$ cat src/rtl/bmem_line_adapter.sv
// bmem_line_adapter
// CPU-side initiator for the banked burst memory interface. Takes whole 256-bit
// cacheline requests from the cache arbiter, splits writes into four 64-bit
// beats and reassembles returning read beats (tagged by raddr) into lines.
// Several line reads may be in flight and may complete in any order.
//
// Ports:
//   clk, rst          clock, asynchronous active-high reset
//   dfp_addr/read/write/wdata   line request from the arbiter
//   dfp_ready         request accepted this cycle (with read or write)
//   dfp_resp          one-cycle pulse, dfp_rdata/dfp_raddr hold the completed line
//   dfp_wdone         one-cycle pulse after the last write beat is issued
//   bmem_addr/read/write/wdata  burst request to the memory
//   bmem_ready        memory can accept a new request
//   bmem_raddr/rdata/rvalid     returning read beats
//   err               sticky protocol-error flag
module bmem_line_adapter #(
  parameter int unsigned MAX_OUTSTANDING = 4,
  parameter int unsigned BEATS           = 4
) (
  input  logic         clk,
  input  logic         rst,
  input  logic [31:0]  dfp_addr,
  input  logic         dfp_read,
  input  logic         dfp_write,
  input  logic [255:0] dfp_wdata,
  output logic         dfp_ready,
  output logic         dfp_resp,
  output logic [31:0]  dfp_raddr,
  output logic [255:0] dfp_rdata,
  output logic         dfp_wdone,
  output logic [31:0]  bmem_addr,
  output logic         bmem_read,
  output logic         bmem_write,
  output logic [63:0]  bmem_wdata,
  input  logic         bmem_ready,
  input  logic [31:0]  bmem_raddr,
  input  logic [63:0]  bmem_rdata,
  input  logic         bmem_rvalid,
  output logic         err
);

  localparam int unsigned IdxW = (MAX_OUTSTANDING > 1) ? $clog2(MAX_OUTSTANDING) : 1;

  typedef enum logic [0:0] {StIdle, StWrite} state_e;

  // Issue side
  state_e         state_q, state_d;
  logic [1:0]     beat_q, beat_d;
  logic [255:0]   wline_q;
  logic [26:0]    waddr_q;
  logic           wdone_q, wdone_d;
  logic           rd_accept, wr_accept, req_conflict;

  // Outstanding-read tracker
  logic [MAX_OUTSTANDING-1:0]       valid_q, valid_d;
  logic [MAX_OUTSTANDING-1:0][26:0] taddr_q;
  logic [3:0]                       count_q, count_d;
  logic [IdxW-1:0]                  alloc_idx, hit_idx;
  logic                             hit;

  // Response collection
  logic [1:0]     coll_q, coll_d;
  logic [31:0]    cur_addr_q, cur_addr_d;
  logic [IdxW-1:0] cur_slot_q, cur_slot_d;
  logic [191:0]   rbuf_q, rbuf_d;
  logic           resp_q, resp_d;
  logic [255:0]   rdata_q, rdata_d;
  logic [31:0]    raddr_q, raddr_d;
  logic           err_q, err_d;
  logic           free;

  logic unused_addr_lsbs;
  assign unused_addr_lsbs = ^dfp_addr[4:0];

  // Issue FSM: next state and bmem request outputs
  always_comb begin
    state_d      = state_q;
    beat_d       = beat_q;
    wdone_d      = 1'b0;
    dfp_ready    = 1'b0;
    bmem_read    = 1'b0;
    bmem_write   = 1'b0;
    bmem_addr    = '0;
    bmem_wdata   = '0;
    rd_accept    = 1'b0;
    wr_accept    = 1'b0;
    req_conflict = 1'b0;
    unique case (state_q)
      StIdle: begin
        if (dfp_read && dfp_write) begin
          req_conflict = 1'b1;
        end else begin
          // Writes bypass the outstanding limit; only reads occupy tracker slots.
          dfp_ready = bmem_ready && (dfp_write || (count_q < 4'(MAX_OUTSTANDING)));
        end
        if (dfp_ready && dfp_read) begin
          rd_accept = 1'b1;
          bmem_read = 1'b1;
          bmem_addr = {dfp_addr[31:5], 5'b0};
        end
        if (dfp_ready && dfp_write) begin
          wr_accept  = 1'b1;
          bmem_write = 1'b1;
          bmem_addr  = {dfp_addr[31:5], 5'b0};
          bmem_wdata = dfp_wdata[63:0];
          state_d    = StWrite;
          beat_d     = 2'd1;
        end
      end
      StWrite: begin
        // Remaining beats stream back-to-back; bmem_ready is not consulted.
        bmem_write = 1'b1;
        bmem_addr  = {waddr_q, 5'b0};
        bmem_wdata = wline_q[{beat_q, 6'b0} +: 64];
        beat_d     = beat_q + 2'd1;
        if (beat_q == 2'(BEATS - 1)) begin
          state_d = StIdle;
          beat_d  = 2'd0;
          wdone_d = 1'b1;
        end
      end
      default: state_d = StIdle;
    endcase
  end

  // Lowest free tracker slot for a new read
  always_comb begin
    alloc_idx = '0;
    for (int i = int'(MAX_OUTSTANDING) - 1; i >= 0; i--) begin
      if (!valid_q[i]) alloc_idx = IdxW'(i);
    end
  end

  // Tracker lookup of the returning beat's tag
  always_comb begin
    hit     = 1'b0;
    hit_idx = '0;
    for (int i = 0; i < int'(MAX_OUTSTANDING); i++) begin
      if (valid_q[i] && ({taddr_q[i], 5'b0} == bmem_raddr)) begin
        hit     = 1'b1;
        hit_idx = IdxW'(i);
      end
    end
  end

  // Response collection, independent of the issue FSM
  always_comb begin
    coll_d     = coll_q;
    cur_addr_d = cur_addr_q;
    cur_slot_d = cur_slot_q;
    rbuf_d     = rbuf_q;
    resp_d     = 1'b0;
    rdata_d    = rdata_q;
    raddr_d    = raddr_q;
    err_d      = err_q | req_conflict;
    free       = 1'b0;
    if (bmem_rvalid) begin
      if (coll_q == 2'd0) begin
        if ((count_q == 4'd0) || !hit) begin
          err_d = 1'b1;
        end else begin
          rbuf_d[63:0] = bmem_rdata;
          cur_addr_d   = bmem_raddr;
          cur_slot_d   = hit_idx;
          coll_d       = 2'd1;
        end
      end else if (bmem_raddr != cur_addr_q) begin
        // Tag changed mid-burst: drop the partial line.
        err_d  = 1'b1;
        coll_d = 2'd0;
      end else if (coll_q == 2'(BEATS - 1)) begin
        free    = 1'b1;
        resp_d  = 1'b1;
        rdata_d = {bmem_rdata, rbuf_q};
        raddr_d = cur_addr_q;
        coll_d  = 2'd0;
      end else begin
        rbuf_d[{coll_q, 6'b0} +: 64] = bmem_rdata;
        coll_d = coll_q + 2'd1;
      end
    end
  end

  // Allocation and release never hit the same slot: alloc_idx is free, cur_slot_q is busy.
  always_comb begin
    valid_d = valid_q;
    if (free) valid_d[cur_slot_q] = 1'b0;
    if (rd_accept) valid_d[alloc_idx] = 1'b1;
    count_d = count_q + {3'b0, rd_accept} - {3'b0, free};
  end

  always_ff @(posedge clk or posedge rst) begin
    if (rst) begin
      state_q    <= StIdle;
      beat_q     <= '0;
      wline_q    <= '0;
      waddr_q    <= '0;
      wdone_q    <= 1'b0;
      valid_q    <= '0;
      taddr_q    <= '0;
      count_q    <= '0;
      coll_q     <= '0;
      cur_addr_q <= '0;
      cur_slot_q <= '0;
      rbuf_q     <= '0;
      resp_q     <= 1'b0;
      rdata_q    <= '0;
      raddr_q    <= '0;
      err_q      <= 1'b0;
    end else begin
      state_q    <= state_d;
      beat_q     <= beat_d;
      wdone_q    <= wdone_d;
      valid_q    <= valid_d;
      count_q    <= count_d;
      coll_q     <= coll_d;
      cur_addr_q <= cur_addr_d;
      cur_slot_q <= cur_slot_d;
      rbuf_q     <= rbuf_d;
      resp_q     <= resp_d;
      rdata_q    <= rdata_d;
      raddr_q    <= raddr_d;
      err_q      <= err_d;
      if (wr_accept) begin
        wline_q <= dfp_wdata;
        waddr_q <= dfp_addr[31:5];
      end
      if (rd_accept) taddr_q[alloc_idx] <= dfp_addr[31:5];
    end
  end

  assign dfp_resp  = resp_q;
  assign dfp_rdata = rdata_q;
  assign dfp_raddr = raddr_q;
  assign dfp_wdone = wdone_q;
  assign err       = err_q;

endmodule

$ cat config.mk
export PLATFORM = sky130hd
export DESIGN_NAME = bmem_line_adapter
export DESIGN_NICKNAME = d
export VERILOG_FILES = /design/src/rtl/bmem_line_adapter.sv
export SDC_FILE = /design/constraint.sdc
export NUM_CORES = 2
export LEC_CHECK = 0
export CAP_MARGIN = 5
export CORE_AREA = 2 2 307 309
export DETAILED_ROUTE_END_ITERATION = 10
export DIE_AREA = 0 0 309 311
export DONT_BUFFER_PORTS = 1
export GPL_TIMING_DRIVEN = 0
export PLACE_DENSITY_LB_ADDON = 0.05
export SYNTH_ARGS = -nofsm -noshare
export SYNTH_HDL_FRONTEND = slang
export SYNTH_SLANG_ARGS = --single-unit
$ cat constraint.sdc
create_clock -name clk -period 96.3 [get_ports clk]
set_input_delay 14.445 -clock clk [delete_from_list [all_inputs] [get_ports clk]]
set_output_delay 14.445 -clock clk [all_outputs]
set_load 0.005 [all_outputs]
=== Yosys cells after proc, flatten, opt, wreduce, memory -nomap -nowiden ===
Cells that the tools add are included.

* Register bits after elaboration: 921
* Bits of input ports: 390
* Output and inout port bits: 390
* Logic and storage cells: 132

* Add/sub/neg operators: 5
* Order comparisons: 5
* Equal/unequal tests: 11
* Shift-type cells: 3
* Muxes and demuxes: 59
* Bitwise operators: 9
* Reduce and logical (&&, ||, !) cells: 20

{| class="wikitable"
|+ Operators by type and width
! cell !! number
|-
| 64-bit two-way mux || 5
|-
| 256-bit by 9-bit variable part select with 64-bit output || 1
|-
| 192-bit bitwise mux || 1
|-
| 64-bit by 10-bit variable shift with 192-bit output, first input constant || 1
|-
| 64-bit by 10-bit variable part select with 192-bit output || 1
|-
| 32-bit == test || 4
|-
| 64-bit case mux with 2 select lines || 1
|-
| 108-bit bitwise mux || 1
|-
| 32-bit two-way mux || 2
|-
| 32-bit case mux with 2 select lines || 1
|-
| 27-bit demux with 2-bit select || 1
|-
| 32-bit inequality test || 1
|-
| 1-bit two-way mux || 27
|-
| 27-bit two-way mux || 1
|-
| 2-bit two-way mux || 12
|-
| 4-bit AND reduction || 3
|-
| 1-bit logical AND || 10
|-
| 8-bit negator with 10-bit output || 1
|-
| 4-bit two-way mux || 2
|-
| 2-bit inequality test, second input constant || 4
|-
| 2-bit by 3-bit less-than comparator with 1-bit output, second input constant || 2
|-
| 1-bit NOT || 5
|-
| 2-bit by 1-bit adder with 2-bit output, second input constant || 2
|-
| 4-bit by 1-bit adder with 4-bit output || 1
|-
| other kinds (17) || 22
|}

=== Logic depth before layout (Yosys ltp) ===
* Depth in word-level cells: 11
* Mapped depth: 14
* Gate-level depth less buffers: 11

=== Worst setup path after synthesis ===
Ideal clock, no wire load.

* Path kind: input -> output
* Start point: in dfp_read
* End point: out bmem_wdata[33]
* Arrival: 15.933 ns
* Required time: 81.855 ns
* Setup slack: 65.922 ns
* Cell stages on the path: 7
* Buffers on the path: 3
* Cell sequence: nand2_1 -> nor3b_1 -> and2_1 -> clkbuf_1 -> clkbuf_1 -> clkbuf_1 -> a22o_1

* Longest elaborated chain between the ends: 6

{| class="wikitable"
|+ RTL lines
! item !! RTL line !! source
|-
| from (decl) || 24 || <nowiki>input logic dfp_read,</nowiki>
|-
| 1-bit logical AND || 91 || <nowiki>if (dfp_read && dfp_write) begin</nowiki>
|-
| 1-bit two-way mux || 91 ||
|-
| 1-bit two-way mux || 89 || <nowiki>unique case (state_q)</nowiki>
|-
| 1-bit logical AND || 102 || <nowiki>if (dfp_ready && dfp_write) begin</nowiki>
|-
| 64-bit two-way mux || 102 ||
|-
| 64-bit case mux with 2 select lines || 89 ||
|-
| to (decl) || 35 || <nowiki>output logic [63:0] bmem_wdata,</nowiki>
|}

No other way between the ends. The select of a mux whose other input is x is not followed.

=== Final worst setup path ===
* Start point: in dfp_read
* End point: out bmem_wdata[5]

Same word-level chain as after synthesis.

==> metrics.md <==
| Metric | Value |
|---|---|
| Status | completed |
| GRT overflow | 0 |
| Multi-input logic area | 14800 um2 |
| # hold bufs at CTS | 0 |
| RePlAce Congestion | 0.877 |
| Share of Yosys cell area claimed by the top area cell type | 0.588 |
| Reg2Reg Launch Point | cur_addr_q[5] |
| Crit path max fanout | 10 |
| Largest area contributor in the netlist | dfrtp_1 |
| Row count | 112 |
| Cell with the most instances after synthesis | dfrtp_1 |
| Min Tclk post-route | 31.66 ns |
| Fin Hold WS | 0.479 ns |
| Post-synth top flop | dfrtp_1 |
| DRC Markers | 0 |
| Yosys warns | 0 |
| CP Capture Type | output port |
| Vias in the first global route | 24063 |
| HP Start | rbuf_q[13] |
| Seq/Total Area, Yosys | 0.588 |
| Crit-path leading delay family | buffers and inverters |
| Comb power frac | 0.223 |
| Vias | 22548 |
| Cells after synthesis | 2704 |
| Cts bufs inserted | 101 |
| Reg area | 23000 um2 |
| H-tree levels | 3 |
| Clock power frac | 0.346 |
| Largest net degree at the start of global routing | 138 |
| Worst R2R Path Depth | 13 |
| Initial antenna violation count | 40 |
| Req. time, crit path | 81.86 ns |
| First-pass GRT wire length | 173 mm |
| WP data arrival | 17.21 ns |
| Routed WL per cell | 28.7 um |
| Worst-path clk slew | 0.06 ns |
| Worst-Margin Slew | 1.12 ns |
| Clk_lat worst skew | 0.69 ns |
| Non-filler instance count after layout | 4167 |
| Initial DRC count | 1183 |
| Post-Layout Inst Area | 44400 um2 |
| Clock buffer depth | 3 |
| Static leakage | 20.4 nW |
| Core Box Area | 92800 um2 |
| Hold Path Cell Cnt | 1 |
| WP buf/inv | 3 |
| Die H | 311 um |
| Die footprint | 96100 um2 |
| Max frequency | 31.6 MHz |
| CP Depth | 7 |
| Max-cap violation count | 0 |
| Maximum VDD drop | 18.4 uV |
| Unrepaired setup endpoints after global routing | no |
| Fin nets | 3220 |
| Min-Delay Path Class | reg2reg |
| Period utilization | 0.329 |
| CP Class | in2out |
| Yosys cell types | 44 |
| Post-CTS sizing | 0 |
| Width of the die | 309 um |
| Placed Cells | 3969 |
| Total Routed Length | 120 mm |
| Mean Syn Cell Area | 14.5 um2 |
| Slew margin rel. | 0.250 |
| Crit start category | primary input |
| Mapped cell area | 39200 um2 |
| Most frequent cell on the critical path | clkbuf_1 |
| Tot Pwr | 1.16 mW |
| Clock Tree Root | clkbuf_16 |
| Vias per std cell | 5.41 |
| Clk_skew | 0.0221 ns |
| Final setup vio count | 0 |
| Post-route setup TNS | 0 ns |
| CTS Sinks | 921 |
| Most area-consuming cells after synthesis | dfrtp_1, mux2_2, mux4_2 |
| Dpl cell area | 41000 um2 |
| Crit-path cells | nand2_1 -> nor3b_1 -> and2_1 -> clkbuf_1 -> clkbuf_1 -> clkbuf_1 -> a22o_1 |
| I/O pin count | 780 |
| Internal power | 0.835 mW |
| Ys async rst share | 1.00 |
| Sequential power share | 0.431 |
| Postcts setup bufs | 0 |
| Final Hold Vio Count | 0 |
| Critical Path Max Stage Delay | 0.71 ns |
| Start point of the critical path | dfp_read |
| Pwr dens | 26.2 nW/um2 |
| Port bufs | 0 |
| CTS tree | yes |
| Switching Fraction | 0.282 |
| Number of flops mapped to enable cells by yosys | 0 |
| Layout cells sized above 1 | 0.338 |
| Routed Antenna Nets | 0 |
| FF+latch count, synth | 921 |
| DRT Pass-1 Iters | 4 |
| Crit-path slowest cell | clkbuf_1 |
| NetSw | 0.327 mW |
| Synth top cells by count | dfrtp_1, mux2_2, inv_1, nand2_1, clkbuf_1 |
| Gr usage total | 0.247 |
| Initial core utilization | 0.422 |
| Area grow syn2layout | 13.4% |
| Final Slew Violations | 0 |
| # fillers | 8233 |
| Hpwl dp | 90.0 mm |
## power groups by stage
stage               clock [mW]  combinational, mW  sequential [mW]
global placement             0              0.256            0.504
finish                   0.402              0.259            0.501
detailed placement           0              0.262            0.507
global route             0.429              0.281            0.509
CTS                      0.412              0.263            0.500
floorplan                    0              0.199            0.494
## metal layers
metal,up-vias,wire length (um),track usage
met5,-,206,0
met4,32,2910,0.0691
met3,184,11900,0.102
met2,742,59800,0.418
met1,11873,44900,0.286
li1,9717,-,-
## stage by stage
step	utilization	setup WS [ns]
finish	0.479	64.64
global placement	0.440	46.51
global route	0.479	64.45
floorplan	-	55.96
detailed placement	0.442	64.59
CTS	0.479	64.58
## layout make-up
cell class                 count  area share
timing repair buffer           7     0.00434
buffer                       180      0.0177
multi-input combinational   1465       0.334
antenna                       14    0.000788
clock buffer                 147      0.0646
sequential                   921       0.519
clock inverter                37      0.0126
tap                         1254      0.0353
inverter                     142      0.0122
## worst reg2reg max path, delay by kind of cell (launching register included)
family,cells,cell delay (ns)
AO/OA/AOI/OAI,2,0.34
XOR/XNOR,2,0.69
adder cells (fa/ha/maj),2,0.57
buffers and inverters,3,1.85
flip-flops,1,0.40
AND/OR/NAND/NOR,4,1.12
## worst paths after layout
path	end	slack [ns]
max reg2reg	count_q[3]	91.26
min reg2reg	rbuf_q[13]	0.48
max in group asynchronous	cur_addr_q[24]	80.29
min in group asynchronous	wline_q[86]	13.77
min	rbuf_q[13]	0.48
max	bmem_wdata[5]	64.64
## logic make-up (layout without fill, tap and decap cells)
family / Yosys count / in the layout / share of synthesized area
multiplexers: 962 / 962 / 0.291
AO/OA/AOI/OAI: 113 / 113 / 0.0247
buffers and inverters: 322 / 513 / 0.0336
XOR/XNOR: 142 / 142 / 0.0317
AND/OR/NAND/NOR: 231 / 231 / 0.0271
adder cells (fa/ha/maj): 12 / 12 / 0.00402
other: 1 / 19 / 0.0000957
flip-flops: 921 / 921 / 0.588
## sequential cells by signal (all words and copies together) (netlist names), 4 cells and up
name,count
count_q,4
cur_addr_q,32
dfp_raddr,32
dfp_rdata,256
rbuf_q,192
taddr_q,108
valid_q,4
waddr_q,27
wline_q,256
## placed cells by master (no fill, tap or decap), types with 4 or more instances in the layout
master and instances:
nor2b_1 5, nand3_1 4, xor2_1 26, xnor2_1 116, mux4_2 64, inv_1 141, bufinv_16 12, buf_4 5
clkbuf_8 17, and3_1 4, mux2_1 60, diode_2 14, buf_1 9, nor2_1 13, buf_2 30, o21ai_0 4
dfrtp_1 921, mux2_2 710, buf_6 7, nand4_1 32, clkbuf_1 158, mux2i_1 128, a21oi_1 5, clkinv_2 15
nor4_1 14, and2_1 5, conb_1 5, ha_1 11, nand2_1 141, a22o_1 92, buf_16 7, clkbuf_16 101
No activity file was read; power rests on OpenSTA's default activity.
